--- src/rtl/ddr3_pkg.sv ---
// ddr3_pkg: shared widths and command encodings for the DDR3 app-interface blocks
package ddr3_pkg;
    localparam int APP_DATA_WIDTH = 64;
    localparam int PIX_WIDTH = 48;
    localparam int ADDR_W = 16;
    localparam int PAD_W = APP_DATA_WIDTH - PIX_WIDTH;
    localparam logic [2:0] APP_CMD_WRITE = 3'b000;
    localparam logic [2:0] APP_CMD_READ = 3'b001;
endpackage

--- src/rtl/sync_fwft_fifo.sv ---
// sync_fwft_fifo: first-word-fall-through FIFO with count-derived full/empty
module sync_fwft_fifo #(
    parameter int WIDTH = 16,
    parameter int DEPTH = 16,
    localparam int AW = $clog2(DEPTH),
    localparam int CW = AW + 1
) (
    input  logic             clk,
    input  logic             rst,
    input  logic             push,
    input  logic             pop,
    input  logic [WIDTH-1:0] din,
    output logic [WIDTH-1:0] dout,
    output logic [CW-1:0]    count,
    output logic             full,
    output logic             empty
);
    logic [WIDTH-1:0] mem [DEPTH];
    logic [AW-1:0] wr_ptr, rd_ptr;
    logic do_push, do_pop;
    // a full FIFO still accepts a push when the head leaves in the same cycle
    always_comb begin
        full = count == CW'(DEPTH);
        empty = count == '0;
        do_pop = pop & ~empty;
        do_push = push & (~full | do_pop);
        dout = empty ? '0 : mem[rd_ptr];
    end
    // pointers wrap naturally; occupancy tracked by count
    always_ff @(posedge clk) begin
        if (rst) begin
            wr_ptr <= '0;
            rd_ptr <= '0;
            count <= '0;
        end else begin
            wr_ptr <= wr_ptr + AW'(do_push);
            rd_ptr <= rd_ptr + AW'(do_pop);
            count <= count + CW'(do_push) - CW'(do_pop);
        end
    end
    // storage array, no reset needed since empty masks the head
    always_ff @(posedge clk) begin
        if (do_push) mem[wr_ptr] <= din;
    end
endmodule

--- src/rtl/ddr3_rd_capture.sv ---
// ddr3_rd_capture: tags accepted reads, pairs returned beats in order, buffers {addr, pixel}
module ddr3_rd_capture
    import ddr3_pkg::*;
#(
    parameter int DEPTH = 16,
    localparam int CW = $clog2(DEPTH) + 1
) (
    input  logic                      clk,
    input  logic                      rst,
    input  logic                      wr_en,
    input  logic                      rd_en,
    input  logic [ADDR_W-1:0]         rd_addr,
    input  logic                      app_rdy,
    input  logic                      app_wdf_rdy,
    input  logic                      init_calib_complete,
    input  logic                      app_rd_data_valid,
    input  logic                      app_rd_data_end,
    input  logic [APP_DATA_WIDTH-1:0] app_rd_data,
    output logic                      out_valid,
    input  logic                      out_ready,
    output logic [PIX_WIDTH-1:0]      out_data,
    output logic [ADDR_W-1:0]         out_addr,
    output logic                      rd_credit,
    output logic [4:0]                outstanding,
    input  logic                      err_clr,
    output logic                      err_unexp,
    output logic                      err_ovf,
    output logic                      err_fmt
);
    logic rd_acc, beat, tag_pop, out_pop;
    logic tag_full, tag_empty, out_full, out_empty;
    logic set_unexp, set_ovf, set_fmt;
    logic [ADDR_W-1:0] tag_head;
    logic [ADDR_W+PIX_WIDTH-1:0] out_head;
    logic [CW-1:0] tag_count, out_count;
    logic [CW:0] total;
    // accept decode mirrors the driver's write-over-read priority
    always_comb begin
        rd_acc = rd_en & app_rdy & init_calib_complete & ~(wr_en & app_wdf_rdy);
        beat = app_rd_data_valid;
        tag_pop = beat & ~tag_empty;
        out_pop = ~out_empty & out_ready;
        total = {1'b0, tag_count} + {1'b0, out_count};
        set_unexp = beat & tag_empty;
        set_ovf = (rd_acc & tag_full & ~tag_pop) | (tag_pop & out_full & ~out_pop);
        set_fmt = beat & ((|app_rd_data[APP_DATA_WIDTH-1 -: PAD_W]) | ~app_rd_data_end);
        out_valid = ~out_empty;
        out_addr = out_head[ADDR_W+PIX_WIDTH-1 -: ADDR_W];
        out_data = out_head[PIX_WIDTH-1:0];
        outstanding = 5'(total);
        rd_credit = total < (CW+1)'(DEPTH);
    end
    sync_fwft_fifo #(.WIDTH(ADDR_W), .DEPTH(DEPTH)) u_tag (
        .clk(clk), .rst(rst), .push(rd_acc), .pop(tag_pop), .din(rd_addr),
        .dout(tag_head), .count(tag_count), .full(tag_full), .empty(tag_empty)
    );
    sync_fwft_fifo #(.WIDTH(ADDR_W + PIX_WIDTH), .DEPTH(DEPTH)) u_out (
        .clk(clk), .rst(rst), .push(tag_pop), .pop(out_pop),
        .din({tag_head, app_rd_data[PIX_WIDTH-1:0]}),
        .dout(out_head), .count(out_count), .full(out_full), .empty(out_empty)
    );
    // sticky flags: a new event outranks a simultaneous clear
    always_ff @(posedge clk) begin
        if (rst) begin
            err_unexp <= 1'b0;
            err_ovf <= 1'b0;
            err_fmt <= 1'b0;
        end else begin
            err_unexp <= set_unexp | (err_unexp & ~err_clr);
            err_ovf <= set_ovf | (err_ovf & ~err_clr);
            err_fmt <= set_fmt | (err_fmt & ~err_clr);
        end
    end
endmodule

--- config.mk ---
export PLATFORM = sky130hd
export DESIGN_NAME = ddr3_rd_capture
export DESIGN_NICKNAME = d
export VERILOG_FILES = /design/src/rtl/ddr3_pkg.sv /design/src/rtl/sync_fwft_fifo.sv /design/src/rtl/ddr3_rd_capture.sv
export SDC_FILE = /design/constraint.sdc
export NUM_CORES = 1
export LEC_CHECK = 0
export CORE_ASPECT_RATIO = 1.1
export CORE_MARGIN = 5
export CORE_UTILIZATION = 45
export DETAILED_ROUTE_END_ITERATION = 12
export PLACE_DENSITY = 0.72
export RECOVER_POWER = 100
export REMOVE_ABC_BUFFERS = 1
export SLEW_MARGIN = 20
export SYNTH_ARGS = -nofsm -noshare
export SYNTH_HDL_FRONTEND = slang
export SYNTH_SLANG_ARGS = --single-unit
export TNS_END_PERCENT = 50
--- constraint.sdc ---
create_clock -name clk -period 6.5 [get_ports clk]
set_input_delay 1.3 -clock clk [delete_from_list [all_inputs] [get_ports clk]]
set_output_delay 1.3 -clock clk [all_outputs]
set_load 0.02 [all_outputs]
Word level (Yosys, flattened, before mapping)
Memories as Yosys holds them, arrays and structs flattened. A register that Yosys moved wholly into a read port is not among the register bits.
Cells that the tools add are included.
{"block": "totals", "wordCells": 69, "register_bits": 29, "mem_bits_rw": 1280, "mem_count": 2}
{"block": "op_classes", "n_reduce_logical": 3, "n_addsub": 9, "n_lt_le_gt_ge": 1, "n_eq_ne": 2, "n_bitwise": 35, "mux": 8}
{"memory": "u_out.mem", "words": 16, "width": 64, "rd": 1, "rd_ports_with_merged_regs": 1, "wr": 1, "line_no": "sync_fwft_fifo.sv:18", "rtl": "logic [WIDTH-1:0] mem [DEPTH];"}
{"memory": "u_tag.mem", "words": 16, "width": 16, "rd": 1, "rd_ports_with_merged_regs": 1, "wr": 1, "line_no": "sync_fwft_fifo.sv:18"}
{"operator": "$mux 64", "count": 1}
{"operator": "$and 1x1->1", "count": 19}
{"operator": "$add 4x1->4", "count": 4}
{"operator": "$mux 16", "count": 1}
{"operator": "$reduce_or 16->1", "count": 1}
{"operator": "$add 5x1->5", "count": 2}
{"operator": "$eq 5x5->1 const B", "count": 2}
{"operator": "$logic_not 5->1", "count": 2}
{"operator": "$sub 5x1->5", "count": 2}
{"operator": "$not 1->1", "count": 9}
{"operator": "$mux 4", "count": 2}
{"operator": "$or 1x1->1", "count": 7}
{"operator": "$add 5x5->6", "count": 1}
{"operator": "$lt 6x5->1 const B", "count": 1}
{"operator": "$mux 1", "count": 4}

Logic depth before layout (Yosys ltp)
Gate-level depths: netlist of the first run.
{"block": "depth", "ltp_word": 8, "mapped_depth": 13, "depth_no_buf": 13}

Hierarchy
Synthesis of the first run repeated with hierarchy kept, for this count alone.
{"block": "hier_totals", "cells_unflattened": 2191, "hier_area_um2": 50010.5}
{"module": "sync_fwft_fifo at u_out", "area_each_um2": 39086.2, "cells_per_inst": 1657, "seq_area_each_um2": 31009.7, "instances": 1}
{"module": "sync_fwft_fifo at u_tag", "area_each_um2": 10540.1, "cells_per_inst": 485, "seq_area_each_um2": 7947.6, "instances": 1}
{"module": "ddr3_rd_capture", "area_each_um2": 384.1, "cells_per_inst": 49, "seq_area_each_um2": 60.1, "instances": 1}

Worst setup path after synthesis of the first run
OpenSTA, ideal clock, no wires.
{"block": "synth_timing", "kind": "input to register", "from": "input out_ready", "to": "memory u_out.mem[0][0] (netlist bit), enable pin", "slack_ns": -0.462, "path_stages": 3, "setup_ns": 0.565, "arrival_time_ns": 6.397, "path_cell_list": "o311a_1 > or3b_2 > nor3_1"}
{"block": "synth_between", "elab_chain_cells": 6}
{"element": "from (decl)", "line_no": "ddr3_rd_capture.sv:20", "rtl": "input logic out_ready,"}
{"element": "$and 1x1->1", "line_no": "ddr3_rd_capture.sv:42", "rtl": "out_pop = ~out_empty & out_ready;"}
{"element": "$and 1x1->1", "line_no": "sync_fwft_fifo.sv:25", "rtl": "do_pop = pop & ~empty;"}
{"element": "$or 1x1->1", "line_no": "sync_fwft_fifo.sv:26", "rtl": "do_push = push & (~full | do_pop);"}
{"element": "$and 1x1->1", "line_no": "sync_fwft_fifo.sv:26"}
{"element": "$mux 1", "line_no": "sync_fwft_fifo.sv:43", "rtl": "if (do_push) mem[wr_ptr] <= din;"}
{"element": "$mux 1 (implied by the code)", "line_no": "sync_fwft_fifo.sv:43"}
{"element": "to (decl)", "line_no": "sync_fwft_fifo.sv:18"}
Every way passes these cells.

Worst setup path after layout of the first run
{"block": "layout_timing", "from": "input app_rd_data_valid", "to": "memory u_out.mem[10][27] (netlist bit), enable pin"}
{"block": "layout_between", "elab_chain_cells": 4}
{"element": "from (decl)", "line_no": "ddr3_rd_capture.sv:16", "rtl": "input logic app_rd_data_valid,"}
{"element": "$and 1x1->1", "line_no": "ddr3_rd_capture.sv:41", "rtl": "tag_pop = beat & ~tag_empty;"}
{"element": "$and 1x1->1", "line_no": "sync_fwft_fifo.sv:26"}
{"element": "$mux 1", "line_no": "sync_fwft_fifo.sv:43"}
{"element": "$mux 1 (implied by the code)", "line_no": "sync_fwft_fifo.sv:43"}
Every way passes these cells.

==> results.sh, run 1 <==
export IMPL_place_ws_ps=1850
export IMPL_cts_resized=0
export IMPL_yosysSeqAreaShare_pct=78.6
export IMPL_drtPass1Iterations=7
export IMPL_p_leak_nw=17.5
export IMPL_vdd_ir_drop_max_v=0.000234
export IMPL_max_stage_delay_ps=1940
export IMPL_drc=0
export IMPL_grt_total_usage_pct=18.0
export IMPL_worstPathArrival_ps=6130
export IMPL_dieArea_mm2=0.117
export IMPL_dp_hpwl_mm=60.1
export IMPL_antenna_found_initial=11
export IMPL_grt_max_degree=71
export IMPL_placedInstanceArea_mm2=0.0534
export IMPL_cts_buffers=118
export IMPL_setup_viol=0
export IMPL_drive_gt1_share_pct=22.3
export IMPL_layout_common_cells="edfxtp_1 (1280), mux4_2 (320), dlygate4sd3_1 (129), clkbuf_16 (119)"
export IMPL_design_power_total_mw=22.5
export IMPL_status="complete, but fails checks"
export IMPL_setup_ws_ps=658
export IMPL_rows=127
export IMPL_drt_initial_drc_count=2224
export IMPL_dieWidth_um=327
export IMPL_max_freq_mhz=171
export IMPL_cts_hold_buf=0
export IMPL_worst_path_max_delay_cell="nor2_1"
export IMPL_critPathCaptureType="flip-flop"
export IMPL_clk_pin_slew_ps=60
export IMPL_fin_crit_ps=5840
export IMPL_synthCells=2116
export IMPL_start_util_pct=45.4
export IMPL_grt_pass1_wl_mm=157
export IMPL_clkLatencyLatePin_ps=720
export IMPL_crit_chain="dlygate4sd3_1 > o311a_1 > nand3b_1 > nor2_1 > clkbuf_2"
export IMPL_cp_required_ps=6790
export IMPL_chipHeight_um=358
export IMPL_slew_limit_headroom_pct=-135
export IMPL_layout_nets=2473
export IMPL_worst_slew_pin_transition_ps=3520
export IMPL_crit_type="in -> reg"
export IMPL_syn_area_per_cell_um2=23.4
export IMPL_wire_per_inst_um=27.3
export IMPL_ys_warnings_count=0
export IMPL_cts_root_buf="clkbuf_16"
export IMPL_drv_slew=1001
export IMPL_grt_pass1_vias=24000
export IMPL_power_density_mw_per_mm2=394
export IMPL_fin_crit_sh_pct=89.9
export IMPL_clkSinkCount=1309
export IMPL_core_region_area_mm2=0.109
export IMPL_totalWireLength_mm=106
export IMPL_place_gp_congestion=0.739
export IMPL_ant_nets=0
export IMPL_yosysUniqueCellTypes=45
export IMPL_drv_cap=32
export IMPL_rsz0062_at_grt="false"
export IMPL_violations="max-capacitance violations, max-slew violations"
export IMPL_design_area_mm2=0.0570
export IMPL_skew_ps=59.6
export IMPL_multiInputGateArea_mm2=0.0100
export IMPL_cts_max_path_buffers=3
export IMPL_htree_levels=3
export IMPL_area_growth_pct=14.9
export IMPL_ys_ff_latch=1309
export IMPL_start_kind="input port"
export IMPL_synthesis_area_mm2=0.0496
export IMPL_grt_ovfl_total=0
export IMPL_cts_tree="yes"
export IMPL_register_area_mm2=0.0390
export IMPL_mostFrequentLayoutCell="edfxtp_1"
export IMPL_vias=22700
export IMPL_avgViaCountPerCell=5.86
export IMPL_ioPinCount=165
export IMPL_hold_path_class="reg -> reg"
export IMPL_port_buffers=164
export IMPL_crit_path_max_fanout=42
export IMPL_final_hold_viol_count=0
export IMPL_post_cts_buffers=0
export IMPL_fillers=8172
-- per-stage QoR --
step | hold slack (ps) | TNS [ps] | cells | utilization, %
3_3_place_gp | 455 | 0 | 3656 | 48.8
6_report | 478 | 0 | 3877 | 52.1
4_1_cts | 482 | 0 | 3872 | 52.5
5_1_grt | 527 | 0 | 3874 | 52.1
2_1_floorplan | 527 | -488870 | 2003 | -
3_5_place_dp | 473 | 0 | 3656 | 48.8
-- final cells by class --
type / count / share of cell area (%)
Antenna cell: 5 / 0.0220
Tap cell: 1419 / 3.12
Clock inverter: 83 / 1.67
Inverter: 16 / 0.105
Sequential cell: 1309 / 68.5
Clock buffer: 133 / 5.32
Timing Repair Buffer: 234 / 3.70
Multi-Input combinational cell: 678 / 17.6
-- flip-flops by register name (all words and copies together) (netlist names) --
| signal | cells |
|---|---|
| u_out.mem | 1024 |
| err_fmt | 1 |
| u_tag.rd_ptr | 4 |
| u_out.wr_ptr | 4 |
| u_out.count | 5 |
| u_tag.count | 5 |
| u_tag.wr_ptr | 4 |
| err_unexp | 1 |
| u_out.rd_ptr | 4 |
| u_tag.mem | 256 |
| err_ovf | 1 |
-- power by group --
part	leakage, nW	switching (mW)	internal [mW]
Combinational	3.80	2.79	2.35
Clock	1.94	3.02	4.04
Sequential	11.8	0.257	9.99
-- metal layers --
metal / track usage, % / vias up / share of wire (%) / wire length (um)
li1: - / 9615 / - / -
met1: 22.6 / 12100 / 38 / 40000
met2: 32.7 / 847 / 54 / 57000
met3: 3.52 / 147 / 6.6 / 7000
met4: 4.17 / 6 / 1.8 / 1910
met5: 0 / - / 0.039 / 41
-- cell usage after synthesis (all sizes together) --
master | number | area [um^2]
or3b | 2 | 17.5
fa | 3 | 60.1
nand4b | 2 | 17.5
edfxtp | 1280 | 38400
nor4b | 2 | 17.5
o41ai | 1 | 8.76
inv | 16 | 60.1
nand2 | 22 | 82.6
a22o | 64 | 561
nor3 | 6 | 30.0
and2 | 2 | 12.5
a21oi | 9 | 45.0
and4 | 1 | 8.76
or3 | 1 | 6.26
nand2b | 7 | 43.8
nand3 | 7 | 35.0
ha | 22 | 275
clkbuf | 56 | 210
a211oi | 1 | 7.51
o21bai | 1 | 7.51
nor4 | 6 | 37.5
a21o | 3 | 22.5
dfxtp | 29 | 581
xor2 | 7 | 61.3
a221o | 64 | 641
nor2 | 44 | 165
and3b | 1 | 8.76
or2 | 2 | 12.5
a31oi | 1 | 6.26
xnor2 | 11 | 96.3
a22oi | 32 | 240
and3 | 4 | 25.0
nand4 | 4 | 25.0
o21ai | 2 | 10.0
o21a | 1 | 7.51
buf | 57 | 363
o311a | 1 | 10.0
mux4 | 320 | 7210
nand3b | 2 | 15.0
or4b | 3 | 30.0
nor3b | 4 | 30.0
nor2b | 13 | 81.3
-- kinds of logic (layout without fill, tap and decap cells) --
logic type	count (synthesis)	after routing	synth area share (%)
AND/OR/NAND/NOR	135	135	1.41
flip-flops	1309	1309	78.6
multiplexers	320	320	14.5
adder cells (fa/ha/maj)	25	25	0.676
other	0	5	0
buffers and inverters	129	466	1.28
AO/OA/AOI/OAI	180	180	3.16
XOR/XNOR	18	18	0.318
-- path summary, 6_finish.rpt --
check	slack [ps]	to	cells past startpoint	start
min	480	err_fmt	2	err_fmt
max	660	u_out.mem[10][27]	5	app_rd_data_valid
max reg2reg	1060	u_out.mem[4][53]	4	u_tag.rd_ptr[1]
min reg2reg	480	err_fmt	2	err_fmt
-- critical path: cells and delay by family --
kind            cells  cell delay, ps
simple gates        2            2210
buf+inv             2            2080
compound gates      1             480
Note: power is estimated with default switching activity, not from simulation.
==> inputs of run 2 (changes only) <==
--- a/config.mk
+++ b/config.mk
@@ -9,9 +9,11 @@
 export CORE_MARGIN = 5
 export CORE_UTILIZATION = 45
 export DETAILED_ROUTE_END_ITERATION = 12
+export GPL_TIMING_DRIVEN = 1
 export PLACE_DENSITY = 0.72
 export RECOVER_POWER = 100
 export REMOVE_ABC_BUFFERS = 1
+export SKIP_LAST_GASP = 1
 export SLEW_MARGIN = 20
 export SYNTH_ARGS = -nofsm -noshare
 export SYNTH_HDL_FRONTEND = slang
==> results of run 2 <==
The final DEF is identical to that of run 1; final timing and power are the same.
